==> src/rtl/lycan_pin_router_pkg.sv <==
// Shared types for the Lycan pin router: command opcodes, response status,
// command-word field positions and routing table entry layouts.
package lycan_pin_router_pkg;

  typedef enum logic [3:0] {
    OP_WR_PIN   = 4'd1,
    OP_WR_INPUT = 4'd2,
    OP_COMMIT   = 4'd3,
    OP_RD_PIN   = 4'd4,
    OP_RD_INPUT = 4'd5
  } pin_cfg_op_t;

  typedef enum logic [1:0] {
    ST_OK         = 2'd0,
    ST_BAD_INDEX  = 2'd1,
    ST_BAD_OPCODE = 2'd2
  } pin_cfg_status_t;

  typedef enum logic [1:0] {
    S_IDLE = 2'd0,
    S_BBM  = 2'd1,
    S_RESP = 2'd2
  } pin_router_state_t;

  localparam int OPCODE_LSB = 28;
  localparam int INDEX_LSB  = 20;
  localparam int STATUS_LSB = 18;
  localparam int ENABLE_BIT = 16;
  localparam int PERIPH_LSB = 8;
  localparam int SLOT_LSB   = 0;

  typedef struct packed {
    logic       en;
    logic [7:0] periph;
    logic [7:0] slot;
  } pin_map_entry_t;

  typedef struct packed {
    logic       en;
    logic [7:0] pin;
  } input_map_entry_t;

  function automatic logic in_range(input logic [7:0] v, input int unsigned lim);
    return 32'(v) < lim;
  endfunction

  function automatic logic [31:0] pack_rsp(input logic [3:0] op, input logic [7:0] idx,
                                           input pin_cfg_status_t st, input logic [16:0] data);
    return {op, idx, st, 1'b0, data};
  endfunction

endpackage

==> src/rtl/lycan_pin_cfg_decode.sv <==
// Splits a 32-bit configuration command into its fields and classifies it
// as OK, BAD_INDEX or BAD_OPCODE against the router's table dimensions.
module lycan_pin_cfg_decode
  import lycan_pin_router_pkg::*;
#(
  parameter int NUM_DUT_PINS       = 16,
  parameter int NUM_PERIPHERALS    = 8,
  parameter int INPUTS_PER_PERIPH  = 3,
  parameter int OUTPUTS_PER_PERIPH = 4,
  parameter int BBM_CYCLES         = 2
) (
  input  logic [31:0]      cmd,
  output logic [3:0]       opcode,
  output logic [7:0]       index,
  output pin_map_entry_t   pin_entry,
  output input_map_entry_t input_entry,
  output pin_cfg_status_t  status
);

  localparam int unsigned NUM_IN_SLOTS = NUM_PERIPHERALS * INPUTS_PER_PERIPH;

  assign opcode           = cmd[OPCODE_LSB +: 4];
  assign index            = cmd[INDEX_LSB +: 8];
  assign pin_entry.en     = cmd[ENABLE_BIT];
  assign pin_entry.periph = cmd[PERIPH_LSB +: 8];
  assign pin_entry.slot   = cmd[SLOT_LSB +: 8];
  // The input table reuses the peripheral field to carry the pin number.
  assign input_entry.en   = cmd[ENABLE_BIT];
  assign input_entry.pin  = cmd[PERIPH_LSB +: 8];

  always_comb begin
    status = ST_OK;
    case (pin_cfg_op_t'(opcode))
      OP_WR_PIN:
        if (!in_range(index, NUM_DUT_PINS) || !in_range(pin_entry.periph, NUM_PERIPHERALS) ||
            !in_range(pin_entry.slot, OUTPUTS_PER_PERIPH))
          status = ST_BAD_INDEX;
      OP_WR_INPUT:
        if (!in_range(index, NUM_IN_SLOTS) || !in_range(input_entry.pin, NUM_DUT_PINS))
          status = ST_BAD_INDEX;
      OP_COMMIT: status = ST_OK;
      OP_RD_PIN:
        if (!in_range(index, NUM_DUT_PINS)) status = ST_BAD_INDEX;
      OP_RD_INPUT:
        if (!in_range(index, NUM_IN_SLOTS)) status = ST_BAD_INDEX;
      default: status = ST_BAD_OPCODE;
    endcase
  end

endmodule

==> src/rtl/lycan_pin_router.sv <==
// Double-buffered crossbar between Lycan peripherals and DUT pins. Commits that
// change pin routing tri-state the changed pins for BBM_CYCLES before switching.
module lycan_pin_router
  import lycan_pin_router_pkg::*;
#(
  parameter int NUM_DUT_PINS       = 16,
  parameter int NUM_PERIPHERALS    = 8,
  parameter int INPUTS_PER_PERIPH  = 3,
  parameter int OUTPUTS_PER_PERIPH = 4,
  parameter int BBM_CYCLES         = 2
) (
  input  logic                                          clk,
  input  logic                                          rst,
  input  logic [31:0]                                   cfg_data,
  input  logic                                          cfg_valid,
  output logic                                          cfg_ready,
  output logic [31:0]                                   rsp_data,
  output logic                                          rsp_valid,
  input  logic                                          rsp_ready,
  input  logic [NUM_PERIPHERALS*OUTPUTS_PER_PERIPH-1:0] periph_out,
  input  logic [NUM_PERIPHERALS*OUTPUTS_PER_PERIPH-1:0] periph_oe,
  output logic [NUM_PERIPHERALS*INPUTS_PER_PERIPH-1:0]  periph_in,
  output logic [NUM_DUT_PINS-1:0]                       dut_out,
  output logic [NUM_DUT_PINS-1:0]                       dut_oe,
  input  logic [NUM_DUT_PINS-1:0]                       dut_in,
  output pin_router_state_t                             dbg_state
);

  localparam int NUM_OUT = NUM_PERIPHERALS * OUTPUTS_PER_PERIPH;
  localparam int NUM_IN  = NUM_PERIPHERALS * INPUTS_PER_PERIPH;
  localparam logic [7:0] BBM_LAST = 8'(BBM_CYCLES - 1);

  // Handshakes: a command transfers on a clock edge where cfg_valid && cfg_ready;
  // a response transfers on an edge where rsp_valid && rsp_ready, and rsp_data
  // holds steady from rsp_valid rising until that transfer.

  logic [3:0]       opcode;
  logic [7:0]       index;
  pin_map_entry_t   pin_entry;
  input_map_entry_t input_entry;
  pin_cfg_status_t  status;

  lycan_pin_cfg_decode #(
    .NUM_DUT_PINS      (NUM_DUT_PINS),
    .NUM_PERIPHERALS   (NUM_PERIPHERALS),
    .INPUTS_PER_PERIPH (INPUTS_PER_PERIPH),
    .OUTPUTS_PER_PERIPH(OUTPUTS_PER_PERIPH),
    .BBM_CYCLES        (BBM_CYCLES)
  ) u_decode (
    .cmd        (cfg_data),
    .opcode     (opcode),
    .index      (index),
    .pin_entry  (pin_entry),
    .input_entry(input_entry),
    .status     (status)
  );

  pin_map_entry_t    shadow_pin [NUM_DUT_PINS];
  pin_map_entry_t    active_pin [NUM_DUT_PINS];
  input_map_entry_t  shadow_in  [NUM_IN];
  input_map_entry_t  active_in  [NUM_IN];

  pin_router_state_t state;
  logic [7:0]        bbm_cnt;
  logic              cfg_ready_q;
  logic              rsp_valid_q;
  logic [31:0]       rsp_data_q;

  logic                    accept;
  logic [16:0]             rd_data;
  logic [NUM_DUT_PINS-1:0] pin_changed;
  logic                    any_changed;
  logic [NUM_DUT_PINS-1:0] route_out;
  logic [NUM_DUT_PINS-1:0] route_oe;
  logic [NUM_IN-1:0]       route_in;

  assign accept    = cfg_valid && cfg_ready_q;
  assign cfg_ready = cfg_ready_q;
  assign rsp_valid = rsp_valid_q;
  assign rsp_data  = rsp_data_q;
  assign dbg_state = state;

  always_comb begin
    rd_data = '0;
    for (int i = 0; i < NUM_DUT_PINS; i++)
      if (opcode == OP_RD_PIN && index == 8'(i)) rd_data = shadow_pin[i];
    for (int k = 0; k < NUM_IN; k++)
      if (opcode == OP_RD_INPUT && index == 8'(k)) rd_data = {shadow_in[k], 8'h00};
    if (status != ST_OK) rd_data = '0;
  end

  always_comb begin
    pin_changed = '0;
    for (int i = 0; i < NUM_DUT_PINS; i++)
      pin_changed[i] = (active_pin[i] != shadow_pin[i]);
  end
  assign any_changed = |pin_changed;

  // Only pins whose entry is about to change lose their enable during BBM.
  always_comb begin
    route_out = '0;
    route_oe  = '0;
    for (int i = 0; i < NUM_DUT_PINS; i++)
      for (int j = 0; j < NUM_OUT; j++)
        if (active_pin[i].en && active_pin[i].periph == 8'(j / OUTPUTS_PER_PERIPH) &&
            active_pin[i].slot == 8'(j % OUTPUTS_PER_PERIPH)) begin
          route_out[i] = periph_out[j];
          route_oe[i]  = periph_oe[j] && !(state == S_BBM && pin_changed[i]);
        end
  end

  always_comb begin
    route_in = '0;
    for (int k = 0; k < NUM_IN; k++)
      for (int p = 0; p < NUM_DUT_PINS; p++)
        if (active_in[k].en && active_in[k].pin == 8'(p)) route_in[k] = dut_in[p];
  end

  assign dut_out   = route_out;
  assign dut_oe    = route_oe;
  assign periph_in = route_in;

  always_ff @(posedge clk) begin
    if (rst) begin
      state       <= S_IDLE;
      bbm_cnt     <= '0;
      cfg_ready_q <= 1'b1;
      rsp_valid_q <= 1'b0;
      rsp_data_q  <= '0;
      for (int i = 0; i < NUM_DUT_PINS; i++) begin
        shadow_pin[i] <= '0;
        active_pin[i] <= '0;
      end
      for (int k = 0; k < NUM_IN; k++) begin
        shadow_in[k] <= '0;
        active_in[k] <= '0;
      end
    end else begin
      case (state)
        S_IDLE: if (accept) begin
          rsp_data_q  <= pack_rsp(opcode, index, status, rd_data);
          cfg_ready_q <= 1'b0;
          if (status == ST_OK && opcode == OP_WR_PIN)
            for (int i = 0; i < NUM_DUT_PINS; i++)
              if (index == 8'(i)) shadow_pin[i] <= pin_entry;
          if (status == ST_OK && opcode == OP_WR_INPUT)
            for (int k = 0; k < NUM_IN; k++)
              if (index == 8'(k)) shadow_in[k] <= input_entry;
          if (opcode == OP_COMMIT && any_changed) begin
            state   <= S_BBM;
            bbm_cnt <= '0;
          end else begin
            if (opcode == OP_COMMIT) begin
              active_pin <= shadow_pin;
              active_in  <= shadow_in;
            end
            state       <= S_RESP;
            rsp_valid_q <= 1'b1;
          end
        end
        S_BBM: begin
          if (bbm_cnt == BBM_LAST) begin
            active_pin  <= shadow_pin;
            active_in   <= shadow_in;
            state       <= S_RESP;
            rsp_valid_q <= 1'b1;
          end else begin
            bbm_cnt <= bbm_cnt + 8'd1;
          end
        end
        S_RESP: if (rsp_ready) begin
          rsp_valid_q <= 1'b0;
          cfg_ready_q <= 1'b1;
          state       <= S_IDLE;
        end
        default: state <= S_IDLE;
      endcase
    end
  end

endmodule

==> config.mk <==
export PLATFORM = sky130hd
export DESIGN_NAME = lycan_pin_router
export DESIGN_NICKNAME = d
export VERILOG_FILES = /design/src/rtl/lycan_pin_router_pkg.sv /design/src/rtl/lycan_pin_cfg_decode.sv /design/src/rtl/lycan_pin_router.sv
export SDC_FILE = /design/constraint.sdc
export NUM_CORES = 2
export LEC_CHECK = 0
export CAP_MARGIN = 20
export CORE_MARGIN = 3
export CORE_UTILIZATION = 40
export CTS_BUF_LIST = sky130_fd_sc_hd__clkbuf_16
export CTS_CLUSTER_SIZE = 25
export DETAILED_ROUTE_END_ITERATION = 10
export PLACE_DENSITY = 0.59
export RECOVER_POWER = 50
export SETUP_SLACK_MARGIN = 0.3
export SLEW_MARGIN = 20
export SYNTH_ARGS = -nofsm -noshare
export SYNTH_HDL_FRONTEND = slang
export SYNTH_SLANG_ARGS = --single-unit
==> constraint.sdc <==
create_clock -name clk -period 3.5 [get_ports clk]
set_input_delay 0.7 -clock clk [delete_from_list [all_inputs] [get_ports clk]]
set_output_delay 0.7 -clock clk [all_outputs]
set_load 0.05 [all_outputs]
==> summary.txt <==
Status
  – Status: finished, violations left
  – Failing checks: design-rule violations, negative setup slack

Synth
  – Syn Area/Cell: between 7 and 8 um^2
  – Post-Synthesis Cells: 8,077
  – Post-synth top flop: dfxtp_1
  – FF+latch count, synth: 1,019
  – Ys async rst share: 0
  – Yosys warnings: 0
  – Post-synth EDFFs: 0
  – Synth unique cells: 94
  – Synthesized cell area: between 60,000 and 70,000 um^2
  – Post-Syn Nets: 8,195
  – Sequential area share after synthesis: 0.338

Worst hold path
  – Worst Hold Class: primary input to register

Final layout
  – Leading cell type in the layout, fill and taps excluded: nand2_1
  – Nets: ~9,500
  – Area Growth Syn to Fin: 41.9%
  – Final Util: 0.572
  – Layout cells sized above 1: 0.298
  – Non-Filler Instances: around 11,000
  – Most frequent cells in the layout: 1,633 x nand2_1, 1,308 x buf_4, 918 x dfxtp_1, 856 x a21oi_1, 479 x nor2_1

Place
  – HPWL after detailed placement: about 240 mm
  – Cells after DPL: 11,007
  – GP Congestion: 1.07
  – Number of port buffers: 203
  – Setup WS pre-CTS: -1.21 ns

Floorplan
  – Die Y: between 300 and 400 um
  – Die ar.: 156,000 um^2
  – IO Pins: 208
  – Die Wd: 395 um
  – Core area: 150,000 um^2
  – Starting Density: 0.403
  – Number of core rows: roughly 140

Clock tree
  – Clock Path Buffers: 3
  – CTS H-Tree Depth: 3
  – Root buf cell: clkbuf_16
  – CTS clk-pin slew, worst paths: 0.07 ns
  – CTS Hold Buffers Added: 0
  – Clock Latency Late Sink: 0.71 ns
  – CTS tree: yes
  – Total CTS buffers: 98
  – CTS sink cnt: ~1,000

Detailed routing
  – Post-route ant nets: 0
  – Top layer used by detailed routing: met5
  – Met2 WL: about 140 mm
  – M1 WL: approximately 130 mm
  – First-pass DRT Iterations: 11
  – Vias after detailed routing: 71,097
  – Drt total wl: about 330 mm
  – Starting DRT DRC Count: about 8,400
  – Wire length per cell: around 29 um
  – Vias per inst: between 6 and 7
  – DRC: 2
  – Metal3 WL: 30.5 mm

Timing
  – RSZ-0062 raised after global routing: true
  – Final period utilization: 1.24
  – Fmax achieved: around 230 MHz
  – Min Tclk post-route: between 4 and 5 ns
  – Worst clock skew: 0.0357 ns
  – Slew Limit Fails: 0
  – Rel. slew slack: 0.182
  – Worst setup margin: -0.849 ns
  – Slew @ Worst Pin: 1.22 ns
  – Final hold violations: 0
  – Setup-failing EPs final: approximately 870

Global routing
  – First-pass GRT wire length: 466 mm
  – Initial antenna violation count: 14
  – Total track usage: 0.400
  – Largest net degree at the start of global routing: 83
  – Vias in the first global route: approximately 66,000
  – Gr ovfl total: 0

Pwr
  – Leak pwr: about 33 nW
  – Pwr Density: about 300 nW/um^2
  – Maximum vdd drop: about 350 uV

Critical path
  – Maximum fanout along the worst path: 2
  – CP Launch Type: register
  – WS Path Type: register to output port
  – Slowest-stage cell, CP: or4_4
  – Required @ worst endpoint: approximately 2.8 ns
  – Cell Chain, Critical Path: or4_4 > or3_4 > or3_4 > o21bai_1 > a222oi_1 > a221o_1 > a31oi_1 > o32a_1 > o21ai_2 > a22o_4 > buf_12
  – Worst path max stage delay: around 0.59 ns
  – Delay-heaviest family, CP: simple AND/OR/NAND/NOR gates
  – Buf/Inv on CP: 1
  – Critical Path Sink Type: output port
  – Most frequent CP cell: or3_4
  – Worst EP arrival: roughly 3.7 ns

Run
  – Number of max-cap violations: 0
-- worst reg2reg max path, delay by kind of cell (launching register included) --
| family | cells | cell delay [ns] |
|---|---|---|
| buffers and inverters | 5 | 2.02 |
| and+or+nand+nor | 5 | 1.16 |
| DFF | 1 | 0.44 |
| muxes | 1 | 0.16 |
-- synthesized netlist by cell type, types with 73 or more instances --
library cell  instances  area, um^2
nand2_1            1762        6610
dfxtp_1            1019       20400
a21oi_1             982        4910
nor2_1              527        1980
clkbuf_1            509        1910
o21ai_0             371        1860
and2_1              286        1790
nand3_1             225        1130
xor2_1              192        1680
mux2i_1             185        1850
nor3_1              143         716
mux4_2              122        2750
nor4_1              122         763
o22ai_1             106         663
a31oi_1              92         576
xnor2_1              88         771
inv_1                77         289
buf_2                73         365
-- layer usage --
layer / track usage / vias up
met2: 0.618 / 4351
li1: - / 31350
met3: 0.0732 / 1216
met1: 0.498 / 34170
met5: 0 / -
met4: 0.294 / 10
-- sequential cells by signal, indices dropped and copies added (netlist names) --
signal and flops:
active_in 216, active_pin 272, bbm_cnt 8, cfg_ready 1, dbg_state 2, rsp_data 31, rsp_valid 1, shadow_in 216
shadow_pin 272
-- kinds of logic (layout without fill, tap and decap cells) --
logic type,after synthesis,after routing,share of synthesized area
adders and majority gates,2,2,0.000414
other,1,7,0.0000620
AOI/OAI and AO/OA,2208,2211,0.224
DFF,1019,1019,0.338
xor gates and xnor gates,280,280,0.0406
and+or+nand+nor,3439,3439,0.258
buffers and inverters,777,2111,0.0553
muxes,351,351,0.0843
-- final cells by class --
| class | count | area, um^2 |
|---|---|---|
| fill | 13767 | 64200 |
| inverter | 82 | 317 |
| clock buffer | 101 | 2530 |
| tap | 2016 | 2520 |
| clock inverter | 80 | 727 |
| timing repair buffer | 1848 | 18400 |
| antenna | 6 | 15.0 |
| sequential | 1019 | 20600 |
| multi-input combinational | 6284 | 40700 |
-- final timing paths --
check        slack (ns)  cells after the start             from         endpoint
max               -0.85                     11  active_pin[249]        dut_oe[1]
min                0.33                      3     cfg_data[25]     rsp_data[25]
max reg2reg       -0.42                     11     dbg_state[0]  shadow_pin[145]
min reg2reg        0.45                      2    active_in[88]    active_in[88]
-- timing repair --
item,in CTS,in global routing
gates cloned,37,22
setup endpoints to repair,617,901
resized for setup,631,543
buffers inserted,116,67
pin swaps,276,283
-- per-stage QoR --
| stage | instance area [um^2] | power (mW) | TNS [ns] | hold slack (ns) |
|---|---|---|---|---|
| floorplan | 60900 | 12.8 | -0.0452 | 0.427 |
| CTS | 82700 | 25.2 | -33.59 | 0.415 |
| global route | 85800 | 25.8 | -307.78 | 0.354 |
| detailed placement | 75200 | 14.3 | -256.21 | 0.443 |
| global placement | 75200 | 14.3 | -244.19 | 0.433 |
| finish | 85800 | 25.3 | -208.07 | 0.330 |
-- power by group --
group / switching, mW / internal [mW] / leakage [nW]
registers: 0.0142 / 11.6 / 8.26
clock network: 4.87 / 6.15 / 1.63
logic: 1.72 / 0.972 / 23.0
total: 6.60 / 18.7 / 32.9
(Power assumes the default switching activity.)
